### config.mk
export PLATFORM = sky130hd
export DESIGN_NAME = shift_register
export DESIGN_NICKNAME = d
export VERILOG_FILES = /design/src/rtl/shift_register.sv
export SDC_FILE = /design/constraint.sdc
export NUM_CORES = 1
export LEC_CHECK = 0
export CAP_MARGIN = 20
export CORE_AREA = 3 3 40 42
export DETAILED_ROUTE_END_ITERATION = 10
export DIE_AREA = 0 0 43 45
export PLACE_DENSITY = 0.78
export SETUP_SLACK_MARGIN = 0.1
export SLEW_MARGIN = 15
export SYNTH_ARGS = -nofsm -noshare
export SYNTH_HDL_FRONTEND = slang
export SYNTH_SLANG_ARGS = --single-unit
### constraint.sdc
create_clock -name clk -period 3.4 [get_ports clk]
set_input_delay 1.02 -clock clk [delete_from_list [all_inputs] [get_ports clk]]
set_output_delay 1.02 -clock clk [all_outputs]
set_load 0.05 [all_outputs]
### src/rtl/shift_register.sv
// shift_register: WIDTH-bit serial/parallel shift register
// with enable, parallel load and selectable shift direction.
module shift_register #(
  parameter int WIDTH = 8
) (
  input  logic             clk,
  input  logic             rst,
  input  logic             en,
  input  logic             in,
  input  logic [WIDTH-1:0] parallel_in,
  input  logic             load,
  input  logic             direction,
  output logic             out,
  output logic [WIDTH-1:0] parallel_out
);

  logic [WIDTH-1:0] q;
  logic [WIDTH-1:0] q_nxt;

  // next value: hold, load, or shift left/right by one
  always_comb begin
    q_nxt = q;
    if (en) begin
      if (load) begin
        q_nxt = parallel_in;
      end else if (direction) begin
        q_nxt = {in, q[WIDTH-1:1]};
      end else begin
        q_nxt = {q[WIDTH-2:0], in};
      end
    end
  end

  // state register, cleared asynchronously
  always_ff @(posedge clk or posedge rst) begin
    if (rst) begin
      q <= '0;
    end else begin
      q <= q_nxt;
    end
  end

  assign parallel_out = q;
  assign out = direction ? q[0] : q[WIDTH-1];

endmodule

==> results.toml, run 1 <==
[placed_design]
placed_area_um2 = 753
dp.cells = 81
pre_cts_ws_ns = 0.325
portBuffers = 22
place_congestion = 0.658
hpwlAfterDp_um = 916

[timing]
finalSetupViolCount = 0
worst_slack_ns = 0.329
period_needed_ns = 3.07
slew_headroom_pct = 62.7
rsz0062_at_grt = "false"
finalSetupTns_ns = 0
fin_hold_ws_ns = 0.561
fin_skew_ns = 0.00973
fmax_mhz = 326
slew_viol_final = 0
finalCritPeriodShare_pct = 90.3
final-hold-violation-count = 0
tightest_slew_ns = 0.557

[min_path]
hp-class = "flop to flop"
hold_path_depth = 2
holdPathEnd = "parallel_out[4]"
min-delay-start = "parallel_out[4]"

[global_routing]
antenna_found_initial = 0
grt_pass1_wl_um = 2040
grt.busiest_layer = "met2"
track_usage_pct = 14.9
grt_overflow_total = 0
grt_pass1_vias = 421
grt_max_degree = 18
grtUsageMet3_pct = 3.19
grtUsageMet2_pct = 21.6
grt_util_met1_pct = 19.5

[finish]
finalNetCount = 85
layout-area-overhead-vs-synth_pct = 40.9
diodes = 0
fin_area_um2 = 776
n_fill_cell = 116
largest_register_ff_count = 8
seqCellArea_um2 = 200
post-route-util_pct = 60.4
drive_above_1_share_pct = 23.2
finalNonFillerCells = 84
multi_input_area_um2 = 305

[cts]
cts_tree = "done"
clkLatencyLatePin_ns = 0.26
cts_root_buffer = "clkbuf_4"
cts_buffer_depth = 2
ctsResizeCount = 0
numCtsBuffers = 3
h-tree-depth = 1
post_cts_buffers = 0
ctsHoldBuffers = 0
clk_pin_slew_ns = 0.06
cts_sinks = 8

[yosys]
synth_cells = 47
synth_nets = 61
synth-seq-cells = 8
yosysSeqAreaShare_pct = 36.4
yosys_warnings = 0
synth_cell_types = 12
avgSynthCellArea_um2 = 11.7
synth_area_um2 = 551

[floorplanning]
start_util_pct = 42.8
die_h_um = 45
dieArea_um2 = 1940
row_count = 13
die_x_um = 43
fp.coreArea_um2 = 1280
ios = 23

[pwr]
ir_drop_mv = 0.197
p_per_area_nw_per_um2 = 449
leakage_nw = 0.344
power.total_mw = 0.348

[worst_setup_path]
r2r-end = "parallel_out[1]"
r2r_start = "parallel_out[2]"
worstPathArrival_ns = 2.05
criticalPathCategory = "primary input to primary output"
crit_fanout = 2
cp_data_required_time_ns = 2.38
r2r_slack_ns = 2.58
end_kind = "primary output"
r2r_cells = 2
startpoint_type = "primary input"

[detailed_routing]
vias = 437
antenna_left = 0
totalWireLength_um = 1210
drt_iter0_drc = 2
wl_per_cell_um = 14.4
drcViolationCount = 0
viasPerCell = 5.20
dr.pass1.iters = 4

[flow_run]
max_cap_viol_count = 0

[run_status]
status = "finished, final reports clean"
==> power by group <==
part	switching, mW	internal [mW]
Combinational	0.0866	0.0610
Sequential	0.0154	0.108
Clock	0.0361	0.0406
==> critical path, cell delays in order <==
cell,delay (ns)
clkdlybuf4s50_1,0.49
mux2_1,0.34
buf_4,0.20
==> layout make-up <==
cell class	instances	area share (%)
Inverter	1	0.484
Tap cell	15	2.42
Multi-Input combinational cell	34	39.4
Clock buffer	3	2.90
Timing Repair Buffer	23	29.0
Sequential cell	8	25.8
==> metal layers <==
| layer | up-vias | part of all wire (%) | routed length (um) |
|---|---|---|---|
| met5 | - | 0 | 0 |
| met2 | 16 | 50 | 608 |
| met1 | 200 | 43 | 524 |
| li1 | 219 | - | - |
| met4 | 0 | 1.3 | 16 |
| met3 | 2 | 5.2 | 63 |
==> how the worst max path moves through the flow <==
stage / from / to / slack [ns] / depth (start not counted)
final: direction / out / 0.33 / 3
after global routing: direction / out / 0.29 / 3
after CTS: direction / out / 0.32 / 3
after detailed placement: direction / out / 0.32 / 3
after global placement: direction / out / 0.37 / 3
after floorplan: direction / out / 0.67 / 2
==> kinds of logic after synthesis <==
logic type | Yosys count | share of synthesized area (%)
AOI/OAI and AO/OA | 8 | 18.2
DFF | 8 | 36.4
buffers and inverters | 5 | 8.18
muxes | 9 | 16.6
and+or+nand+nor | 17 | 20.7
==> synthesized netlist by cell type <==
cell type / n / area share (%)
mux2_1: 1 / 2.0
buf_6: 3 / 6.1
nand2b_1: 2 / 2.3
or2b_1: 4 / 5.5
mux2i_1: 8 / 15
nand2b_4: 1 / 2.5
dfrtp_1: 8 / 36
o211ai_2: 8 / 18
buf_4: 1 / 1.4
nand3_1: 8 / 7.3
nand2b_2: 2 / 3.2
inv_1: 1 / 0.68
==> cell usage in the layout, fill, tap and decap left out <==
| cell | count |
|---|---|
| clkdlybuf4s50_1 | 21 |
| mux2i_1 | 8 |
| nand3_1 | 8 |
| o211ai_2 | 8 |
| dfrtp_1 | 8 |
| or2b_1 | 4 |
| clkbuf_4 | 3 |
| nand2b_1 | 2 |
| nand2b_2 | 2 |
| buf_4 | 2 |
| nand2b_4 | 1 |
| mux2_1 | 1 |
| inv_1 | 1 |
Power figures use the tool's default switching activity.
==> run 2: changes to the inputs <==
--- a/config.mk
+++ b/config.mk
@@ -7,3 +7,3 @@
 export LEC_CHECK = 0
-export CAP_MARGIN = 20
+export CAP_MARGIN = 30
 export CORE_AREA = 3 3 40 42
==> constraint.sdc (replaced) <==
create_clock -name clk -period 3.4 [get_ports clk]
set_input_delay 0.34 -clock clk [delete_from_list [all_inputs] [get_ports clk]]
set_output_delay 0.34 -clock clk [all_outputs]
set_load 0.05 [all_outputs]
==> run 2 against run 1 <==
Non-clock buffer count fell by 1. Die area did not move. Critical endpoint unchanged. Sequential power barely moved. Utilization fell by 0.39 points. First-iteration DRC count rose to 4.0 times the previous value. Largest power group unchanged. Global-route usage rose by 0.26 points. Final cell count fell by 1.2%. Worst setup slack improved by 0.53 ns. Count of clock-buffer cells in the layout did not move. Register-to-register slack barely moved. Critical path depth did not move.
==> results.toml, run 2 (synthesized netlist as in run 1, its figures left out) <==
[global_routing]
grtUsageMet3_pct = 3.59
grt_overflow_total = 0
grt_pass1_wl_um = 2060
track_usage_pct = 15.1
grt_util_met1_pct = 17.3
grt_max_degree = 18
grt_pass1_vias = 454
grt.busiest_layer = "met2"
grtUsageMet2_pct = 23.1
antenna_found_initial = 0

[pwr]
p_per_area_nw_per_um2 = 449
ir_drop_mv = 0.193
leakage_nw = 0.338

[finish]
drive_above_1_share_pct = 20.6
layout-area-overhead-vs-synth_pct = 40.0
diodes = 0
n_fill_cell = 128
largest_register_ff_count = 8
final_cell_mix = "clkdlybuf4s50_1, mux2i_1, nand3_1, o211ai_2, dfrtp_1"
final_common_cell = "clkdlybuf4s50_1"
seqCellArea_um2 = 200
multi_input_area_um2 = 305
finalNetCount = 84
post-route-util_pct = 60.0

[worst_setup_path]
crit_path_max_incr_delay_ns = 0.78
end_kind = "primary output"
startpoint_type = "primary input"
criticalPathCategory = "primary input to primary output"
crit_slowest_cell = "clkdlybuf4s50_1"
path_common_cell = "clkdlybuf4s50_1"
path_cells = "clkdlybuf4s50_1 > mux2_1 > clkdlybuf4s50_1"
worstPathArrival_ns = 2.20
crit_fanout = 9
critical-path-top-delay-family = "buffers and inverters"
cp_data_required_time_ns = 3.06
worst-path-buf-inv = 2

[timing]
finalSetupTns_ns = 0
fmax_mhz = 394
tightest_slew_ns = 0.551
finalCritPeriodShare_pct = 74.7
rsz0062_at_grt = "false"
final-hold-violation-count = 0
finalSetupViolCount = 0
slew_headroom_pct = 63.2
period_needed_ns = 2.54
fin_skew_ns = 0.00662
slew_viol_final = 0

[flow_run]
max_cap_viol_count = 0

[detailed_routing]
drcViolationCount = 0
antenna_left = 0
dr.pass1.iters = 4
vias = 443
viasPerCell = 5.34
drt_iter0_drc = 8
wl_per_cell_um = 14.4
totalWireLength_um = 1190

[cts]
h-tree-depth = 1
clk_pin_slew_ns = 0.06
cts_sinks = 8
cts_root_buffer = "clkbuf_4"
ctsHoldBuffers = 0
cts_tree = "done"
numCtsBuffers = 3
cts_buffer_depth = 2
clkLatencyLatePin_ns = 0.26
ctsResizeCount = 0
post_cts_buffers = 0

[floorplanning]
die_h_um = 45
die_x_um = 43
dieArea_um2 = 1940
row_count = 13
start_util_pct = 42.8
ios = 23
fp.coreArea_um2 = 1280

[run_status]
status = "finished, final reports clean"

[placed_design]
portBuffers = 22
place_congestion = 0.681

[min_path]
hp-class = "primary input to async pin"
run 2: cell types whose count changed in the layout (fill, tap and decap cells not counted), sizes merged:
| cell | before | now |
|---|---|---|
| clkdlybuf4s50 | 21 | 22 |
| buf | 2 | 0 |
run 2: stage by stage:
step	instance area, um2	std cells	hold slack (ns)	power [mW]	setup slack [ns]
5_1_grt	771	83	0.350	0.367	0.799
6_report	771	83	0.328	0.346	0.861
3_5_place_dp	748	80	0.541	0.274	0.872
3_3_place_gp	748	80	0.543	0.272	0.897
4_1_cts	771	83	0.332	0.352	0.857
2_1_floorplan	551	47	0.156	0.222	1.93
run 2: worst paths after layout:
| check | from | end | slack [ns] | cells past startpoint |
|---|---|---|---|---|
| setup / recovery | direction | out | 0.86 | 3 |
| hold / removal | rst | parallel_out[3] | 0.33 | 2 |
| setup reg to reg | parallel_out[2] | parallel_out[1] | 2.57 | 2 |
| hold reg to reg | parallel_out[3] | parallel_out[3] | 0.55 | 2 |
| max in group asynchronous | rst | parallel_out[6] | 2.82 | 2 |
| min in group clk | parallel_out[3] | parallel_out[3] | 0.55 | 2 |
run 2: final cells by class:
class | instances | share of cell area (%)
Multi-Input combinational cell | 34 | 39.6
Timing Repair Buffer | 22 | 28.6
Sequential cell | 8 | 26.0
Clock buffer | 3 | 2.92
Tap cell | 15 | 2.44
Inverter | 1 | 0.487
run 2: power by group:
part / leakage, nW / internal, mW / switching [mW]
sequential: 0.0999 / 0.108 / 0.0148
combinational: 0.224 / 0.0609 / 0.0867
clock: 0.0138 / 0.0406 / 0.0347
total: 0.338 / 0.210 / 0.136
run 2: worst reg2reg max path, delay by kind of cell (launching register included):
| family | cells | cell delay, ns |
|---|---|---|
| mux | 1 | 0.20 |
| compound gates | 1 | 0.09 |
| flops | 1 | 0.42 |
run 2: routing by layer:
| metal | wire length (um) | share of wire (%) |
|---|---|---|
| met5 | 0 | 0 |
| met4 | 17 | 1.4 |
| met3 | 55 | 4.6 |
| met2 | 562 | 47 |
| met1 | 557 | 47 |
==> run 3: changes to the inputs <==
- CORE_AREA: 3 3 40 42 -> not set
- CORE_MARGIN: not set -> 3
- CORE_UTILIZATION: not set -> 40
- DIE_AREA: 0 0 43 45 -> not set
- PLACE_DENSITY: 0.78 -> 0.76
- clock period: 3.4 -> 2.36 ns (I/O delays scaled with it)
==> run 3 against run 2 <==
Combinational power up 44%. Critical path depth down 2. Cell area up 0.49%. First-iteration DRC count down 75%. Utilization up 4.5 points. Register-to-register slack worse by 1.1 ns. Clock power up 42%. Non-clock buffer count up 1. Sequential share of layout area down 0.13 points. Die area down 4.0%. Critical path type is now flop to primary output. Largest power group unchanged. Highest routed layer unchanged.
==> results.toml, run 3 (synthesized netlist as in run 1, its figures left out) <==
[finish]
final_common_cell = "clkdlybuf4s50_1"
post-route-util_pct = 64.5
n_fill_cell = 104
diodes = 0
finalNonFillerCells = 83
final_cell_mix = "clkdlybuf4s50_1, mux2i_1, nand3_1, o211ai_2, dfrtp_1"
layout-area-overhead-vs-synth_pct = 40.7
largest_register_ff_count = 8
drive_above_1_share_pct = 23.2
finalNetCount = 85
fin_area_um2 = 774

[pwr]
p_per_area_nw_per_um2 = 642
ir_drop_mv = 0.414
leakage_nw = 0.344

[global_routing]
grt_pass1_vias = 432
track_usage_pct = 14.8
grt_overflow_total = 0
antenna_found_initial = 0
grt_pass1_wl_um = 1980
grt_max_degree = 18

[timing]
fmax_mhz = 579
period_needed_ns = 1.73
finalSetupViolCount = 0
tightest_slew_ns = 0.554
slew_viol_final = 0
slew_headroom_pct = 62.9
fin_skew_ns = 0.00594
finalCritPeriodShare_pct = 73.1
final-hold-violation-count = 0
finalSetupTns_ns = 0
rsz0062_at_grt = "false"

[placed_design]
dp.cells = 80
placed_area_um2 = 752
place_congestion = 0.679
hpwlAfterDp_um = 875
portBuffers = 22

[worst_setup_path]
cp_data_required_time_ns = 2.12
crit_slowest_cell = "clkdlybuf4s50_1"
crit_path_max_incr_delay_ns = 0.83
worstPathArrival_ns = 1.49
crit_fanout = 4
r2r_start = "parallel_out[4]"
path_cells = "clkdlybuf4s50_1"
worst-path-buf-inv = 1
startpoint_type = "flop"
r2r_cells = 2
end_kind = "primary output"
r2r_slack_ns = 1.51
critical-path-top-delay-family = "buffers and inverters"
criticalPathCategory = "flop to primary output"
r2r-end = "parallel_out[3]"

[cts]
numCtsBuffers = 3
cts_tree = "done"
h-tree-depth = 1
clkLatencyLatePin_ns = 0.26
clk_pin_slew_ns = 0.06
cts_root_buffer = "clkbuf_4"
cts_buffer_depth = 2
cts_sinks = 8
post_cts_buffers = 0
ctsHoldBuffers = 0
ctsResizeCount = 0

[floorplanning]
dieArea_um2 = 1860
die_x_um = 43.1
die_h_um = 43.1
row_count = 12
ios = 23
fp.coreArea_um2 = 1200
start_util_pct = 45.8

[detailed_routing]
viasPerCell = 5.30
wl_per_cell_um = 14.2
drcViolationCount = 0
dr.pass1.iters = 2
vias = 440
totalWireLength_um = 1180
drt_iter0_drc = 2
antenna_left = 0

[flow_run]
max_cap_viol_count = 0

[min_path]
hp-class = "primary input to async pin"

[run_status]
status = "finished, final reports clean"
## run 3: worst max-delay path by stage
stage | startpoint | cells after the start | end
2_1_floorplan | parallel_out[0] | 1 | out
3_3_place_gp | direction | 4 | out
3_5_place_dp | direction | 4 | out
4_1_cts | parallel_out[4] | 1 | parallel_out[4]
5_1_grt | parallel_out[4] | 1 | parallel_out[4]
6_report | parallel_out[4] | 1 | parallel_out[4]
## run 3: final cells by class
type | instances | area [um2] | area share, %
inverters | 1 | 3.75 | 0.485
flip-flops and latches | 8 | 200 | 25.8
clock buffers | 3 | 22.5 | 2.91
well taps | 14 | 17.5 | 2.26
multi-input cells | 34 | 305 | 39.4
repair buffers | 23 | 225 | 29.1
## run 3: layer usage
metal | vias up | GRT usage (%) | part of all wire (%)
li1 | 216 | - | -
met1 | 204 | 18.1 | 44
met2 | 18 | 21.2 | 45
met3 | 2 | 7.20 | 9.3
met4 | 0 | 7.23 | 1.1
met5 | - | 0 | 0
## run 3: per-stage QoR
stage | setup WS (ns) | hold WS [ns] | total power [mW]
after global routing | 0.592 | 0.249 | 0.522
after CTS | 0.623 | 0.227 | 0.504
after global placement | 0.730 | 0.510 | 0.393
final | 0.634 | 0.221 | 0.498
after detailed placement | 0.722 | 0.508 | 0.394
after floorplan | 0.990 | 0.0517 | 0.320
## run 3: report_power, final
group | leakage, nW | total (mW) | switching [mW] | internal, mW
registers | 0.0999 | 0.177 | 0.0212 | 0.156
clock network | 0.0138 | 0.107 | 0.0490 | 0.0584
logic | 0.230 | 0.213 | 0.125 | 0.0878
total | 0.344 | 0.498 | 0.195 | 0.302
